`src/rtl/host_csr_pkg.sv`:
```
// Purpose: shared FSM state type, address-map offsets and a byte-lane helper for the host CSR bank.
// Latency: n/a (types, constants and a pure function only).
// Backpressure: n/a.
package host_csr_pkg;

    typedef enum logic [0:0] {
        e_ready = 1'b0,
        e_resp  = 1'b1
    } state_e;

    // Word offsets of the non-CSR slots, counted from num_regs_p.
    localparam int out_fifo_ofs_lp = 0;
    localparam int in_fifo_ofs_lp  = 1;
    localparam int status_ofs_lp   = 2;

    // True when byte b lies in [lane, lane+nbytes); the caller clips to the word.
    function automatic logic lane_hit(input int b, input int lane, input int nbytes);
        return (b >= lane) && (b < lane + nbytes);
    endfunction

endpackage

```
`src/rtl/host_csr_if.sv`:
```
// Purpose: generic valid/ready-and data channel used for the FIFO enqueue/dequeue sides.
// Latency: n/a (wires only).
// Backpressure: producer holds v/data until ready_and is seen high at a clock edge.
// Ports: v, data driven by master; ready_and driven by slave.
interface host_csr_if #(
    parameter int width_p = 32
);
    logic               v;
    logic               ready_and;
    logic [width_p-1:0] data;

    modport master (output v, output data, input  ready_and);
    modport slave  (input  v, input  data, output ready_and);
endinterface

```
`src/rtl/host_csr_fifo.sv`:
```
// Purpose: small circular-buffer FIFO with occupancy count.
// Latency: one cycle from push to dequeue-visible; pop takes effect at the edge.
// Backpressure: enq.ready_and low only while full (a same-cycle pop does not free a slot).
// Ports: clk_i, reset_n_i (async active-low), enq (slave), deq (master), count_o 0..els_p.
module host_csr_fifo #(
    parameter int width_p = 32,
    parameter int els_p   = 4,
    localparam int cnt_w_lp = $clog2(els_p + 1)
) (
    input  logic                clk_i,
    input  logic                reset_n_i,
    host_csr_if.slave           enq,
    host_csr_if.master          deq,
    output logic [cnt_w_lp-1:0] count_o
);
    localparam int ptr_w_lp = $clog2(els_p);

    if (els_p < 2 || els_p > 16 || (els_p & (els_p - 1)) != 0) begin : g_bad_els
        $fatal(1, "host_csr_fifo: els_p must be a power of 2 in 2..16");
    end

    logic [width_p-1:0]  mem_q [els_p];
    logic [width_p-1:0]  mem_d [els_p];
    logic [ptr_w_lp-1:0] rd_ptr_q, rd_ptr_d;
    logic [ptr_w_lp-1:0] wr_ptr_q, wr_ptr_d;
    logic [cnt_w_lp-1:0] count_q, count_d;
    logic                not_full, not_empty, push, pop;

    assign not_full      = (count_q != cnt_w_lp'(els_p));
    assign not_empty     = (count_q != '0);
    assign enq.ready_and = not_full;
    assign deq.v         = not_empty;
    assign deq.data      = mem_q[rd_ptr_q];
    assign push          = enq.v & not_full;
    assign pop           = not_empty & deq.ready_and;
    assign count_o       = count_q;

    // Pointers wrap naturally since els_p is a power of 2.
    always_comb begin
        mem_d    = mem_q;
        rd_ptr_d = rd_ptr_q;
        wr_ptr_d = wr_ptr_q;
        count_d  = count_q;
        if (push) begin
            mem_d[wr_ptr_q] = enq.data;
            wr_ptr_d        = wr_ptr_q + ptr_w_lp'(1);
        end
        if (pop) begin
            rd_ptr_d = rd_ptr_q + ptr_w_lp'(1);
        end
        case ({push, pop})
            2'b10:   count_d = count_q + cnt_w_lp'(1);
            2'b01:   count_d = count_q - cnt_w_lp'(1);
            default: count_d = count_q;
        endcase
    end

    always_ff @(posedge clk_i or negedge reset_n_i) begin
        if (!reset_n_i) begin
            for (int i = 0; i < els_p; i++) begin
                mem_q[i] <= '0;
            end
            rd_ptr_q <= '0;
            wr_ptr_q <= '0;
            count_q  <= '0;
        end else begin
            mem_q    <= mem_d;
            rd_ptr_q <= rd_ptr_d;
            wr_ptr_q <= wr_ptr_d;
            count_q  <= count_d;
        end
    end

endmodule

```
`src/rtl/host_csr_bank.sv`:
```
// Purpose: host-addressed bank of R/W CSRs plus an outbound FIFO, an inbound FIFO and a status word.
// Latency: request accepted at edge N, response valid from the cycle after N; one request in flight.
// Backpressure: ready_and_o low while a response is pending or for a write to a full OUT FIFO.
// Ports: clk_i, reset_n_i; host request (v_i/ready_and_o/addr_i/wr_en_i/data_size_i/wdata_i);
//        response (v_o/ready_and_i/rdata_o); csr_o flattened CSRs; out_* FIFO drain; in_* FIFO fill.
module host_csr_bank
    import host_csr_pkg::*;
#(
    parameter int data_width_p = 32,
    parameter int addr_width_p = 32,
    parameter int num_regs_p   = 4,
    parameter int fifo_els_p   = 4
) (
    input  logic                               clk_i,
    input  logic                               reset_n_i,
    input  logic                               v_i,
    output logic                               ready_and_o,
    input  logic [addr_width_p-1:0]            addr_i,
    input  logic                               wr_en_i,
    input  logic [1:0]                         data_size_i,
    input  logic [data_width_p-1:0]            wdata_i,
    output logic                               v_o,
    input  logic                               ready_and_i,
    output logic [data_width_p-1:0]            rdata_o,
    output logic [num_regs_p*data_width_p-1:0] csr_o,
    output logic                               out_v_o,
    output logic [data_width_p-1:0]            out_data_o,
    input  logic                               out_ready_and_i,
    input  logic                               in_v_i,
    input  logic [data_width_p-1:0]            in_data_i,
    output logic                               in_ready_and_o
);
    localparam int bytes_lp = data_width_p / 8;
    localparam int lsb_lp   = $clog2(bytes_lp);
    localparam int idx_w_lp = addr_width_p - lsb_lp;
    localparam int cnt_w_lp = $clog2(fifo_els_p + 1);

    if (data_width_p != 32 && data_width_p != 64) begin : g_bad_dw
        $fatal(1, "host_csr_bank: data_width_p must be 32 or 64");
    end
    if (num_regs_p < 1 || num_regs_p > 16) begin : g_bad_regs
        $fatal(1, "host_csr_bank: num_regs_p must be in 1..16");
    end

    state_e                  state_q, state_d;
    logic [data_width_p-1:0] rdata_q, rdata_d;
    logic [data_width_p-1:0] csr_q [num_regs_p];
    logic [data_width_p-1:0] csr_d [num_regs_p];

    logic [idx_w_lp-1:0]     word_idx;
    logic [lsb_lp-1:0]       lane;
    logic [3:0]              nbytes;
    logic [data_width_p-1:0] wdata_shift;
    logic [data_width_p-1:0] rd_word;
    logic                    hit_csr, hit_out, hit_in, hit_status;
    logic                    push_out, pop_in;
    logic [cnt_w_lp-1:0]     out_cnt, in_cnt;

    host_csr_if #(.width_p(data_width_p)) out_enq_if ();
    host_csr_if #(.width_p(data_width_p)) out_deq_if ();
    host_csr_if #(.width_p(data_width_p)) in_enq_if ();
    host_csr_if #(.width_p(data_width_p)) in_deq_if ();

    host_csr_fifo #(.width_p(data_width_p), .els_p(fifo_els_p)) u_out_fifo (
        .clk_i     (clk_i),
        .reset_n_i (reset_n_i),
        .enq       (out_enq_if),
        .deq       (out_deq_if),
        .count_o   (out_cnt)
    );

    host_csr_fifo #(.width_p(data_width_p), .els_p(fifo_els_p)) u_in_fifo (
        .clk_i     (clk_i),
        .reset_n_i (reset_n_i),
        .enq       (in_enq_if),
        .deq       (in_deq_if),
        .count_o   (in_cnt)
    );

    assign out_enq_if.v         = push_out;
    assign out_enq_if.data      = wdata_i;
    assign out_deq_if.ready_and = out_ready_and_i;
    assign out_v_o              = out_deq_if.v;
    assign out_data_o           = out_deq_if.data;

    assign in_enq_if.v          = in_v_i;
    assign in_enq_if.data       = in_data_i;
    assign in_ready_and_o       = in_enq_if.ready_and;
    assign in_deq_if.ready_and  = pop_in;

    // Address decode: low bits pick the starting byte lane for CSR writes.
    assign word_idx    = addr_i[addr_width_p-1:lsb_lp];
    assign lane        = addr_i[lsb_lp-1:0];
    assign nbytes      = 4'd1 << data_size_i;
    assign wdata_shift = wdata_i << {lane, 3'b000};
    assign hit_csr     = (word_idx < idx_w_lp'(num_regs_p));
    assign hit_out     = (word_idx == idx_w_lp'(num_regs_p + out_fifo_ofs_lp));
    assign hit_in      = (word_idx == idx_w_lp'(num_regs_p + in_fifo_ofs_lp));
    assign hit_status  = (word_idx == idx_w_lp'(num_regs_p + status_ofs_lp));

    always_comb begin
        rd_word = '0;
        if (hit_csr) begin
            for (int r = 0; r < num_regs_p; r++) begin
                if (word_idx == idx_w_lp'(r)) begin
                    rd_word = csr_q[r];
                end
            end
        end else if (hit_in) begin
            // An empty IN FIFO reads as zero; the pop itself is gated below.
            if (in_deq_if.v) begin
                rd_word = in_deq_if.data;
            end
        end else if (hit_status) begin
            rd_word[15:0] = {8'(in_cnt), 8'(out_cnt)};
        end
    end

    always_comb begin
        state_d     = state_q;
        rdata_d     = rdata_q;
        csr_d       = csr_q;
        push_out    = 1'b0;
        pop_in      = 1'b0;
        ready_and_o = 1'b0;
        case (state_q)
            e_ready: begin
                ready_and_o = reset_n_i &&
                              !(v_i && wr_en_i && hit_out && !out_enq_if.ready_and);
                if (v_i && ready_and_o) begin
                    state_d = e_resp;
                    if (wr_en_i) begin
                        rdata_d  = '0;
                        push_out = hit_out;
                        if (hit_csr) begin
                            for (int r = 0; r < num_regs_p; r++) begin
                                if (word_idx == idx_w_lp'(r)) begin
                                    for (int b = 0; b < bytes_lp; b++) begin
                                        if (lane_hit(b, int'(lane), int'(nbytes))) begin
                                            csr_d[r][b*8 +: 8] = wdata_shift[b*8 +: 8];
                                        end
                                    end
                                end
                            end
                        end
                    end else begin
                        rdata_d = rd_word;
                        pop_in  = hit_in && in_deq_if.v;
                    end
                end
            end
            e_resp: begin
                if (ready_and_i) begin
                    state_d = e_ready;
                end
            end
            default: state_d = e_ready;
        endcase
    end

    always_ff @(posedge clk_i or negedge reset_n_i) begin
        if (!reset_n_i) begin
            state_q <= e_ready;
            rdata_q <= '0;
            for (int r = 0; r < num_regs_p; r++) begin
                csr_q[r] <= '0;
            end
        end else begin
            state_q <= state_d;
            rdata_q <= rdata_d;
            csr_q   <= csr_d;
        end
    end

    assign v_o     = (state_q == e_resp);
    assign rdata_o = rdata_q;

    for (genvar g = 0; g < num_regs_p; g++) begin : g_csr_o
        assign csr_o[g*data_width_p +: data_width_p] = csr_q[g];
    end

endmodule

```
`config.mk`:
```
export PLATFORM = sky130hd
export DESIGN_NAME = host_csr_bank
export DESIGN_NICKNAME = d
export VERILOG_FILES = /design/src/rtl/host_csr_pkg.sv /design/src/rtl/host_csr_if.sv /design/src/rtl/host_csr_fifo.sv /design/src/rtl/host_csr_bank.sv
export SDC_FILE = /design/constraint.sdc
export NUM_CORES = 1
export LEC_CHECK = 0
export ABC_AREA = 1
export CAP_MARGIN = 20
export CORE_ASPECT_RATIO = 0.5
export CORE_MARGIN = 8
export CORE_UTILIZATION = 55
export DETAILED_ROUTE_END_ITERATION = 10
export DONT_BUFFER_PORTS = 1
export HOLD_SLACK_MARGIN = 0.15
export PLACE_DENSITY = 0.7
export REMOVE_ABC_BUFFERS = 1
export SYNTH_ARGS = -nofsm -noshare
export SYNTH_HDL_FRONTEND = slang
export SYNTH_SLANG_ARGS = --single-unit
```
`constraint.sdc`:
```
create_clock -name clk_i -period 2.85 [get_ports clk_i]
set_input_delay 0.4275 -clock clk_i [delete_from_list [all_inputs] [get_ports clk_i]]
set_output_delay 0.4275 -clock clk_i [all_outputs]
set_load 0.01 [all_outputs]
```
==> results of run 1 <==
how the worst max path moves through the flow:
stage / cells past startpoint / end / slack, ns
finish: 4 / out_data_o[25] / 0.28
global route: 3 / out_data_o[16] / 0.13
global placement: 12 / u_in_fifo.count_o[2] / 0.31
floorplan: 10 / rdata_o[10] / -0.69
CTS: 4 / out_data_o[25] / 0.23
detailed placement: 12 / u_in_fifo.count_o[2] / 0.30
cell families (layout without fill, tap and decap cells):
logic type	after synthesis	after routing	share of synthesized area
xor gates and xnor gates	8	8	0.00345
muxes	83	83	0.0461
adders and majority gates	15	15	0.0104
DFF	431	431	0.532
buffers and inverters	272	332	0.0542
AOI/OAI and AO/OA	537	537	0.138
and+or+nand+nor	1032	1032	0.216
per-stage QoR:
stage                     hold WS, ns  utilization  power (mW)
after global placement          0.144        0.579        11.6
after detailed placement        0.143        0.579        11.7
final                          -0.419        0.631        16.9
after CTS                      -0.447        0.630        17.0
after floorplan                 0.132            -        10.4
after global routing           -0.446        0.631        17.8
per-layer routing:
layer  vias up  routed length [um]  GRT usage
met4         2                2830      0.113
met2       722               29300      0.440
met1      8296               25800      0.384
li1       7914                   -          -
met5         -                  14          0
met3       163                4660     0.0454
worst max-delay path, stage by stage, from the launching register on:
cell	delay, ns
sky130_fd_sc_hd__dfrtp_2	0.41
sky130_fd_sc_hd__inv_2	0.45
sky130_fd_sc_hd__buf_4	0.30
sky130_fd_sc_hd__o21ai_0	0.10
sky130_fd_sc_hd__o22ai_1	0.31
where the power goes:
| part | internal (mW) | switching [mW] | leakage [nW] | total, mW |
|---|---|---|---|---|
| Clock | 2.88 | 2.34 | 0.599 | 5.22 |
| Combinational | 1.64 | 2.49 | 4.40 | 4.14 |
| Sequential | 7.12 | 0.437 | 5.73 | 7.56 |
| Total | 11.6 | 5.27 | 10.7 | 16.9 |
cell type report:
class,instances,area (um2),share of cell area
repair buffers,119,1170,0.0515
clock inverters,8,75.1,0.00330
clock buffers,57,1150,0.0503
multi-input cells,1675,8430,0.370
well taps,484,606,0.0266
inverters,148,556,0.0244
flip-flops and latches,431,10800,0.474
flip-flops by register name (all words and copies together) (netlist names):
register and flops:
csr_o 128, u_in_fifo.mem_q 128, u_out_fifo.mem_q 128, rdata_o 32, u_in_fifo.count_o 3, u_out_fifo.count_o 3, u_in_fifo.rd_ptr_q 2, u_in_fifo.wr_ptr_q 2
u_out_fifo.rd_ptr_q 2, u_out_fifo.wr_ptr_q 2, v_o 1
cells in the final DEF, fill, tap and decap left out, types with 5 or more instances in the layout:
| master | instances |
|---|---|
| sky130_fd_sc_hd__o22ai_1 | 40 |
| sky130_fd_sc_hd__o21ai_1 | 161 |
| sky130_fd_sc_hd__nor3_2 | 6 |
| sky130_fd_sc_hd__nor2_2 | 11 |
| sky130_fd_sc_hd__nand2_4 | 5 |
| sky130_fd_sc_hd__o221ai_1 | 8 |
| sky130_fd_sc_hd__o21ai_0 | 238 |
| sky130_fd_sc_hd__nand2_1 | 651 |
| sky130_fd_sc_hd__xor2_1 | 5 |
| sky130_fd_sc_hd__clkbuf_8 | 6 |
| sky130_fd_sc_hd__ha_1 | 12 |
| sky130_fd_sc_hd__nor2_1 | 174 |
| sky130_fd_sc_hd__a221oi_1 | 7 |
| sky130_fd_sc_hd__clkbuf_1 | 10 |
| sky130_fd_sc_hd__buf_4 | 45 |
| sky130_fd_sc_hd__mux2_2 | 83 |
| sky130_fd_sc_hd__nand3_1 | 86 |
| sky130_fd_sc_hd__nand2_2 | 11 |
| sky130_fd_sc_hd__dlygate4sd3_1 | 64 |
| sky130_fd_sc_hd__inv_2 | 7 |
| sky130_fd_sc_hd__a21oi_1 | 80 |
| sky130_fd_sc_hd__nor2_4 | 10 |
| sky130_fd_sc_hd__inv_1 | 138 |
| sky130_fd_sc_hd__nor3_1 | 6 |
| sky130_fd_sc_hd__nand4_1 | 38 |
| sky130_fd_sc_hd__or2_2 | 27 |
| sky130_fd_sc_hd__buf_12 | 9 |
| sky130_fd_sc_hd__dfrtp_1 | 429 |
| sky130_fd_sc_hd__clkbuf_16 | 41 |
==> metrics.csv, run 1 <==
stage,metric,value,unit
floorplan,Die Y-Extent,152,um
place,placed cell count,2792,
logic_synthesis,mean area per synthesized cell,8.53,um2
worst_setup_path,"critical path fanouts, max",33,
floorplan,area of the core region,36100,um2
worst_setup_path,kind of critical path,reg -> out,
final_layout,number of filler instances in the final layout,3111,
logic_synthesis,Post-Syn Instances,2378,
global_routing,antenna violations before repair,1,
power,Worst IR Drop VDD,0.388,mV
logic_synthesis,Post-synth EDFFs,0,
route,post-detailed-routing wire length,62500,um
timing,maximum operating frequency,389,MHz
clock_tree,Clock transition at path regs,0.06,ns
logic_synthesis,Mapped Area,20300,um2
run_status,outcome,finished with violations,
timing,RSZ-0062 raised after global routing,no,
logic_synthesis,portion of synthesized cell area occupied by the leading cell type,0.532,
timing,Slew @ Worst Pin,1.78,ns
timing,final period utilization,0.902,
timing,worst hold slack,-0.419,ns
logic_synthesis,most common cell in the netlist,sky130_fd_sc_hd__nand2_1,
timing,setup-violating endpoint count in the final report,0,
global_routing,maximum number of pins on one net before global-route repair,435,
timing,setup clock skew after layout,0.0179,ns
logic_synthesis,share of synthesized area occupied by flip-flops and latches,0.532,
final_layout,area of all placed cells without fillers,22800,um2
place,final RePlAce weighted congestion,0.963,
worst_setup_path,worst-case reg-to-reg path depth,6,
floorplan,total die area,43700,um2
global_routing,via count of the first global-routing pass,16000,
logic_synthesis,largest area contributor in the netlist,sky130_fd_sc_hd__dfrtp_1,
route,Starting DRT DRC Count,2156,
clock_tree,Skew-Pair Late Insertion Delay,0.56,ns
route,post-detailed-route DRC marker count,0,
logic_synthesis,Post-synth ARST share,1.00,
logic_synthesis,post-synthesis sequential element count,431,
route,number of antenna-violating nets in the routed design,0,
timing,number of max-slew violations in the final report,206,
power,pwr/cell area,743,nW/um2
clock_tree,CTS tree,yes,
clock_tree,TritonCTS Buffers,40,
floorplan,horizontal die dimension,288,um
global_routing,wire length of the first global-routing pass,97200,um
clock_tree,Root Buffer,sky130_fd_sc_hd__clkbuf_16,
job,max-capacitance violation count,0,
worst_setup_path,timing startpoint of the critical path,u_out_fifo.rd_ptr_q[0],
clock_tree,Num Clock Sinks,431,
timing,setup TNS,0,ns
hold_path,Tightest Hold Check Type,in -> async,
route,wire length per cell,21.4,um
power,Pleak,10.7,nW
route,vias per std cell,5.85,
worst_setup_path,reg-to-reg critical path endpoint,csr_o[65],
worst_setup_path,launching point of the worst reg2reg path,v_o,
logic_synthesis,commonest cells in the synthesized netlist,"sky130_fd_sc_hd__nand2_1, sky130_fd_sc_hd__dfrtp_1, sky130_fd_sc_hd__o21ai_0, sky130_fd_sc_hd__nor2_1, sky130_fd_sc_hd__o21ai_1",
clock_tree,number of cells upsized or downsized after cts,0,
worst_setup_path,data arrival time of the critical path,2.14,ns
logic_synthesis,dominant register cell in the synthesized netlist,sky130_fd_sc_hd__dfrtp_1,
final_layout,final cell count without fillers,2922,
final_layout,total inserted antenna cells,0,
clock_tree,postcts setup bufs,0,
worst_setup_path,type of origin of the critical path,register,
timing,count of final hold-check violations,431,
final_layout,# nets final,2535,
route,via count,17100,
place,port buffer count,0,
clock_tree,Hold Buf Count CTS,64,
timing,Slew Limit Headroom,-0.190,
floorplan,Ports,301,
timing,time the worst path needs with I/O delays and setup,2.57,ns
clock_tree,H-tree lvl count,2,
logic_synthesis,biggest area contributors in the synthesized netlist,"sky130_fd_sc_hd__dfrtp_1, sky130_fd_sc_hd__nand2_1, sky130_fd_sc_hd__o21ai_0, sky130_fd_sc_hd__mux2_2, sky130_fd_sc_hd__o21ai_1",
final_layout,area overhead of the layout relative to synthesis,12.2,%
place,pre-CTS setup slack,0.302,ns
global_routing,global route total overflow,0,
place,half-perimeter wire length after detailed placement,42300,um
final_layout,share of cells above drive strength 1,0.115,
global_routing,GRT Overall Usage,0.279,
worst_setup_path,data required time of the worst path,2.42,ns
logic_synthesis,count of distinct cell types in the synthesized netlist,35,
logic_synthesis,number of warnings reported in the yosys synthesis log,0,
floorplan,total number of placement rows,49,
run_status,failing checks,"hold timing, slew limit",
clock_tree,Max Root-Sink Buffers,3,
route,TritonRoute pass-1 iters,5,
worst_setup_path,category of the worst setup path capture point,output pin,
worst_setup_path,slack of the worst reg-to-reg path,0.55,ns
place,"Cell Area, Placed",20900,um2
timing,final critical-path setup slack,0.280,ns
floorplan,starting density of the core,0.562,
Note: power is estimated with default switching activity, not from simulation.
==> run 2: changes to the inputs <==
DONT_BUFFER_PORTS = unset   (was 1)
PLACE_DENSITY = 0.81   (was 0.7)
==> run 2 against run 1 <==
Net effect: the flow now finishes without violations; first-iteration DRC count grew 2.4%; design area increased by 13%; count of clock-buffer cells in the layout is 1 lower; clock power increased by 7.1%; sequential power rose by 0.8%; combinational power increased by 23%; global-route usage up 1.5 points.
==> metrics.csv, run 2 (synthesized netlist as in run 1, its figures left out) <==
stage,metric,value,unit
run_status,outcome,finished clean,
global_routing,via count of the first global-routing pass,17700,
route,Starting DRT DRC Count,2208,
final_layout,final cell count without fillers,3216,
global_routing,maximum number of pins on one net before global-route repair,154,
floorplan,horizontal die dimension,288,um
clock_tree,TritonCTS Buffers,40,
final_layout,area overhead of the layout relative to synthesis,26.7,%
clock_tree,H-tree lvl count,2,
worst_setup_path,type of origin of the critical path,register,
route,post-detailed-route DRC marker count,0,
timing,number of max-slew violations in the final report,0,
floorplan,Ports,301,
route,post-detailed-routing wire length,66700,um
worst_setup_path,data arrival time of the critical path,2.38,ns
clock_tree,Num Clock Sinks,431,
final_layout,"leading cell types in the layout, fill and taps excluded","sky130_fd_sc_hd__nand2_1, sky130_fd_sc_hd__dfrtp_1, sky130_fd_sc_hd__clkdlybuf4s50_1",
place,half-perimeter wire length after detailed placement,46500,um
timing,setup clock skew after layout,0.0245,ns
timing,count of final hold-check violations,0,
power,post-layout power,18.3,mW
place,port buffer count,300,
route,TritonRoute pass-1 iters,8,
worst_setup_path,"critical path fanouts, max",29,
global_routing,wire length of the first global-routing pass,103000,um
timing,RSZ-0062 raised after global routing,yes,
worst_setup_path,slack of the worst reg-to-reg path,0.55,ns
timing,maximum operating frequency,357,MHz
final_layout,share of cells above drive strength 1,0.125,
global_routing,global route total overflow,0,
clock_tree,CTS tree,yes,
worst_setup_path,kind of critical path,reg -> out,
place,final RePlAce weighted congestion,1.02,
global_routing,GRT Overall Usage,0.294,
floorplan,total die area,43700,um2
worst_setup_path,category of the worst setup path capture point,output pin,
timing,worst hold slack,0.297,ns
clock_tree,Clock transition at path regs,0.07,ns
floorplan,Die Y-Extent,152,um
timing,setup-violating endpoint count in the final report,0,
route,vias per std cell,5.79,
power,pwr/cell area,713,nW/um2
route,number of antenna-violating nets in the routed design,0,
final_layout,# nets final,2817,
worst_setup_path,data required time of the worst path,2.42,ns
place,"Cell Area, Placed",24300,um2
power,Pleak,11.8,nW
place,placed cell count,3134,
timing,time the worst path needs with I/O delays and setup,2.80,ns
job,max-capacitance violation count,0,
final_layout,"commonest non-fill, non-tap cell in the layout",sky130_fd_sc_hd__nand2_1,
route,wire length per cell,20.7,um
timing,Slew @ Worst Pin,0.847,ns
hold_path,Tightest Hold Check Type,in -> async,
global_routing,antenna violations before repair,6,
floorplan,starting density of the core,0.562,
clock_tree,Skew-Pair Late Insertion Delay,0.55,ns
timing,final period utilization,0.984,
clock_tree,Max Root-Sink Buffers,3,
final_layout,area of all placed cells without fillers,25700,um2
route,via count,18600,
floorplan,area of the core region,36100,um2
timing,Slew Limit Headroom,0.435,
power,Worst IR Drop VDD,0.441,mV
floorplan,total number of placement rows,49,
worst_setup_path,worst-case reg-to-reg path depth,9,
clock_tree,Root Buffer,sky130_fd_sc_hd__clkbuf_16,
-- run 2: cell types whose count changed in the layout (fill, tap and decap cells not counted), sizes merged, moves of 2 or more --
cell	previous run	this run
diode	0	6
dlygate4sd3	64	1
bufinv	1	3
buf	55	101
clkdlybuf4s50	0	299
clkinv	7	14
inv	147	144
-- run 2: cell type report --
type | count | area [um2]
Sequential cell | 431 | 10800
Fill cell | 2662 | 10400
Multi-Input combinational cell | 1675 | 8450
Timing Repair Buffer | 401 | 3950
Clock buffer | 56 | 1190
Tap cell | 484 | 606
Inverter | 148 | 556
Clock inverter | 15 | 155
Antenna cell | 6 | 15.0
-- run 2: worst max-delay path: stages (launching register included) --
cell,delay (ns)
sky130_fd_sc_hd__dfrtp_2,0.50
sky130_fd_sc_hd__clkinv_1,0.12
sky130_fd_sc_hd__buf_6,0.25
sky130_fd_sc_hd__nor2_1,0.09
sky130_fd_sc_hd__o22ai_2,0.27
sky130_fd_sc_hd__clkdlybuf4s50_1,0.60
-- run 2: repair_timing --
item | CTS | global route
gates resized for setup | 6 | 4
endpoints found under the setup margin | 11 | 20
buffers inserted | 0 | 4
endpoints found under the hold margin | 4 | 0
hold buffers | 1 | 0
-- run 2: metrics by stage --
| step | TNS [ns] | util | setup WS, ns |
|---|---|---|---|
| 2_1_floorplan | -14.04 | - | -0.694 |
| 3_3_place_gp | 0 | 0.672 | 0.0395 |
| 3_5_place_dp | -0.0582 | 0.672 | -0.0582 |
| 4_1_cts | 0 | 0.710 | 0.00816 |
| 5_1_grt | -0.0636 | 0.712 | -0.0277 |
| 6_report | 0 | 0.712 | 0.0464 |
-- run 2: report_power, final --
group          leakage, nW  internal (mW)  switching, mW
sequential            5.73           7.12          0.501
clock                0.671           3.19           2.40
combinational         5.44           2.31           2.80
-- run 2: path summary, 6_finish.rpt --
kind | from | end
worst min register to register | rdata_o[28] | rdata_o[28]
max in group asynchronous | reset_n_i | u_in_fifo.mem_q[47]
worst max-delay path | u_out_fifo.rd_ptr_q[0] | out_data_o[7]
min in group clk_i | wdata_i[4] | csr_o[36]
worst max register to register | u_in_fifo.count_o[0] | u_in_fifo.count_o[2]
worst min-delay path | reset_n_i | rdata_o[8]
-- run 2: metal layers --
metal | GRT usage | part of all wire | up-vias | wire length, um
li1 | - | - | 8491 | -
met1 | 0.378 | 0.38 | 9086 | 25300
met2 | 0.484 | 0.49 | 867 | 32500
met3 | 0.0581 | 0.087 | 171 | 5780
met4 | 0.127 | 0.045 | 0 | 3020
met5 | 0 | 0 | - | 0
==> run 3: changes to the inputs <==
GPL_ROUTABILITY_DRIVEN = 0   (was unset)
==> run 3 against run 2 <==
Net effect: count of clock-buffer cells in the layout stayed put; combinational power barely moved; sequential power hardly changed; critical path type unchanged.
==> metrics.csv, run 3 (synthesized netlist as in run 1, its figures left out) <==
stage,metric,value,unit
run_status,outcome,finished clean,
timing,maximum operating frequency,359,MHz
timing,final critical-path setup slack,0.0630,ns
power,pwr/cell area,709,nW/um2
global_routing,via count of the first global-routing pass,18300,
clock_tree,Clock transition at path regs,0.06,ns
worst_setup_path,delay of the slowest cell on the worst path,0.61,ns
global_routing,antenna violations before repair,3,
route,vias per std cell,5.80,
final_layout,"commonest non-fill, non-tap cell in the layout",sky130_fd_sc_hd__nand2_1,
timing,RSZ-0062 raised after global routing,no,
floorplan,starting density of the core,0.562,
final_layout,# nets final,2808,
worst_setup_path,worst setup path endpoint,out_data_o[17],
route,Starting DRT DRC Count,2244,
timing,time the worst path needs with I/O delays and setup,2.79,ns
timing,setup-violating endpoint count in the final report,0,
worst_setup_path,family of cells with the greatest summed delay on the critical path,buffers and inverters,
final_layout,area overhead of the layout relative to synthesis,26.0,%
clock_tree,TritonCTS Buffers,39,
floorplan,total number of placement rows,49,
place,half-perimeter wire length after detailed placement,46300,um
worst_setup_path,CP Depth,5,
worst_setup_path,timing startpoint of the critical path,u_out_fifo.rd_ptr_q[0],
worst_setup_path,worst-case reg-to-reg path depth,13,
timing,Slew Limit Headroom,0.443,
final_layout,final cell count without fillers,3205,
place,placed cell count,3127,
clock_tree,Root Buffer,sky130_fd_sc_hd__clkbuf_16,
timing,number of max-slew violations in the final report,0,
floorplan,area of the core region,36100,um2
floorplan,Ports,301,
worst_setup_path,data required time of the worst path,2.42,ns
route,post-detailed-route DRC marker count,0,
worst_setup_path,data arrival time of the critical path,2.36,ns
route,number of antenna-violating nets in the routed design,0,
clock_tree,H-tree lvl count,2,
timing,Slew @ Worst Pin,0.835,ns
place,"Cell Area, Placed",24200,um2
final_layout,"leading cell types in the layout, fill and taps excluded","sky130_fd_sc_hd__nand2_1, sky130_fd_sc_hd__dfrtp_1, sky130_fd_sc_hd__clkdlybuf4s50_1",
power,Pleak,11.8,nW
route,via count,18600,
worst_setup_path,category of the worst setup path capture point,output pin,
clock_tree,Skew-Pair Late Insertion Delay,0.55,ns
clock_tree,Num Clock Sinks,431,
worst_setup_path,launching point of the worst reg2reg path,u_out_fifo.count_o[2],
clock_tree,CTS tree,yes,
power,Worst IR Drop VDD,0.386,mV
worst_setup_path,cell breakdown of the critical path,clkinv_1 -> buf_12 -> nor2_1 -> o22ai_1 -> clkdlybuf4s50_1,
global_routing,wire length of the first global-routing pass,103000,um
place,pre-CTS setup slack,-0.0341,ns
worst_setup_path,slack of the worst reg-to-reg path,0.62,ns
route,wire length per cell,20.5,um
worst_setup_path,"critical path fanouts, max",52,
final_layout,share of cells above drive strength 1,0.121,
worst_setup_path,kind of critical path,reg -> out,
worst_setup_path,type of origin of the critical path,register,
global_routing,maximum number of pins on one net before global-route repair,132,
worst_setup_path,CP max-delay cell,sky130_fd_sc_hd__clkdlybuf4s50_1,
floorplan,horizontal die dimension,288,um
timing,final period utilization,0.978,
worst_setup_path,sum of buffers and inverters on the critical path,3,
floorplan,total die area,43700,um2
clock_tree,Max Root-Sink Buffers,3,
route,TritonRoute pass-1 iters,6,
timing,setup clock skew after layout,0.0130,ns
timing,count of final hold-check violations,0,
floorplan,Die Y-Extent,152,um
worst_setup_path,reg-to-reg critical path endpoint,u_in_fifo.count_o[2],
final_layout,final standard cell utilization of the core,0.708,
final_layout,area of all placed cells without fillers,25600,um2
hold_path,Tightest Hold Check Type,in -> reg,
timing,setup TNS,0,ns
global_routing,GRT Overall Usage,0.293,
job,max-capacitance violation count,0,
power,post-layout power,18.1,mW
route,post-detailed-routing wire length,65700,um
timing,worst hold slack,0.459,ns
place,port buffer count,300,
global_routing,global route total overflow,0,
[run 3: cell count changes in the layout (fill, tap and decap cells not counted), sizes merged]
cell,previous run,this run
dlymetal6s2s,0,1
clkinv,14,16
clkinvlp,2,0
diode,6,3
buf,101,93
clkdlybuf4s50,299,298
[run 3: final cells by class]
cell class	count	area (um2)
antenna	3	7.51
inverter	148	556
clock inverter	15	154
tap	484	606
clock buffer	56	1130
fill	2650	10500
multi-input combinational	1675	8440
sequential	431	10800
timing repair buffer	393	3880
[run 3: worst min path at each step]
stage           startpoint           to  cells after the start
2_1_floorplan    reset_n_i     csr_o[0]                      0
3_3_place_gp   rdata_o[29]  rdata_o[29]                      2
3_5_place_dp   rdata_o[31]  rdata_o[31]                      2
4_1_cts         wdata_i[5]    csr_o[37]                      3
5_1_grt        ready_and_i          v_o                      2
6_report       ready_and_i          v_o                      2
[run 3: per-layer routing]
metal / global-route usage / part of all wire
met1: 0.368 / 0.39
met2: 0.485 / 0.48
met3: 0.0534 / 0.077
met4: 0.144 / 0.055
met5: 0 / 0
[run 3: what timing repair did]
action	in CTS	in global routing
resized for setup	5	3
buffers inserted	0	3
hold buffers	1	0
endpoints found under the hold margin	131	0
endpoints found under the setup margin	11	12
pin swaps	1	0
[run 3: report_power, final]
part / internal (mW) / switching (mW) / total (mW)
Clock: 3.05 / 2.36 / 5.41
Sequential: 7.12 / 0.494 / 7.61
Combinational: 2.32 / 2.80 / 5.11
Total: 12.5 / 5.65 / 18.1
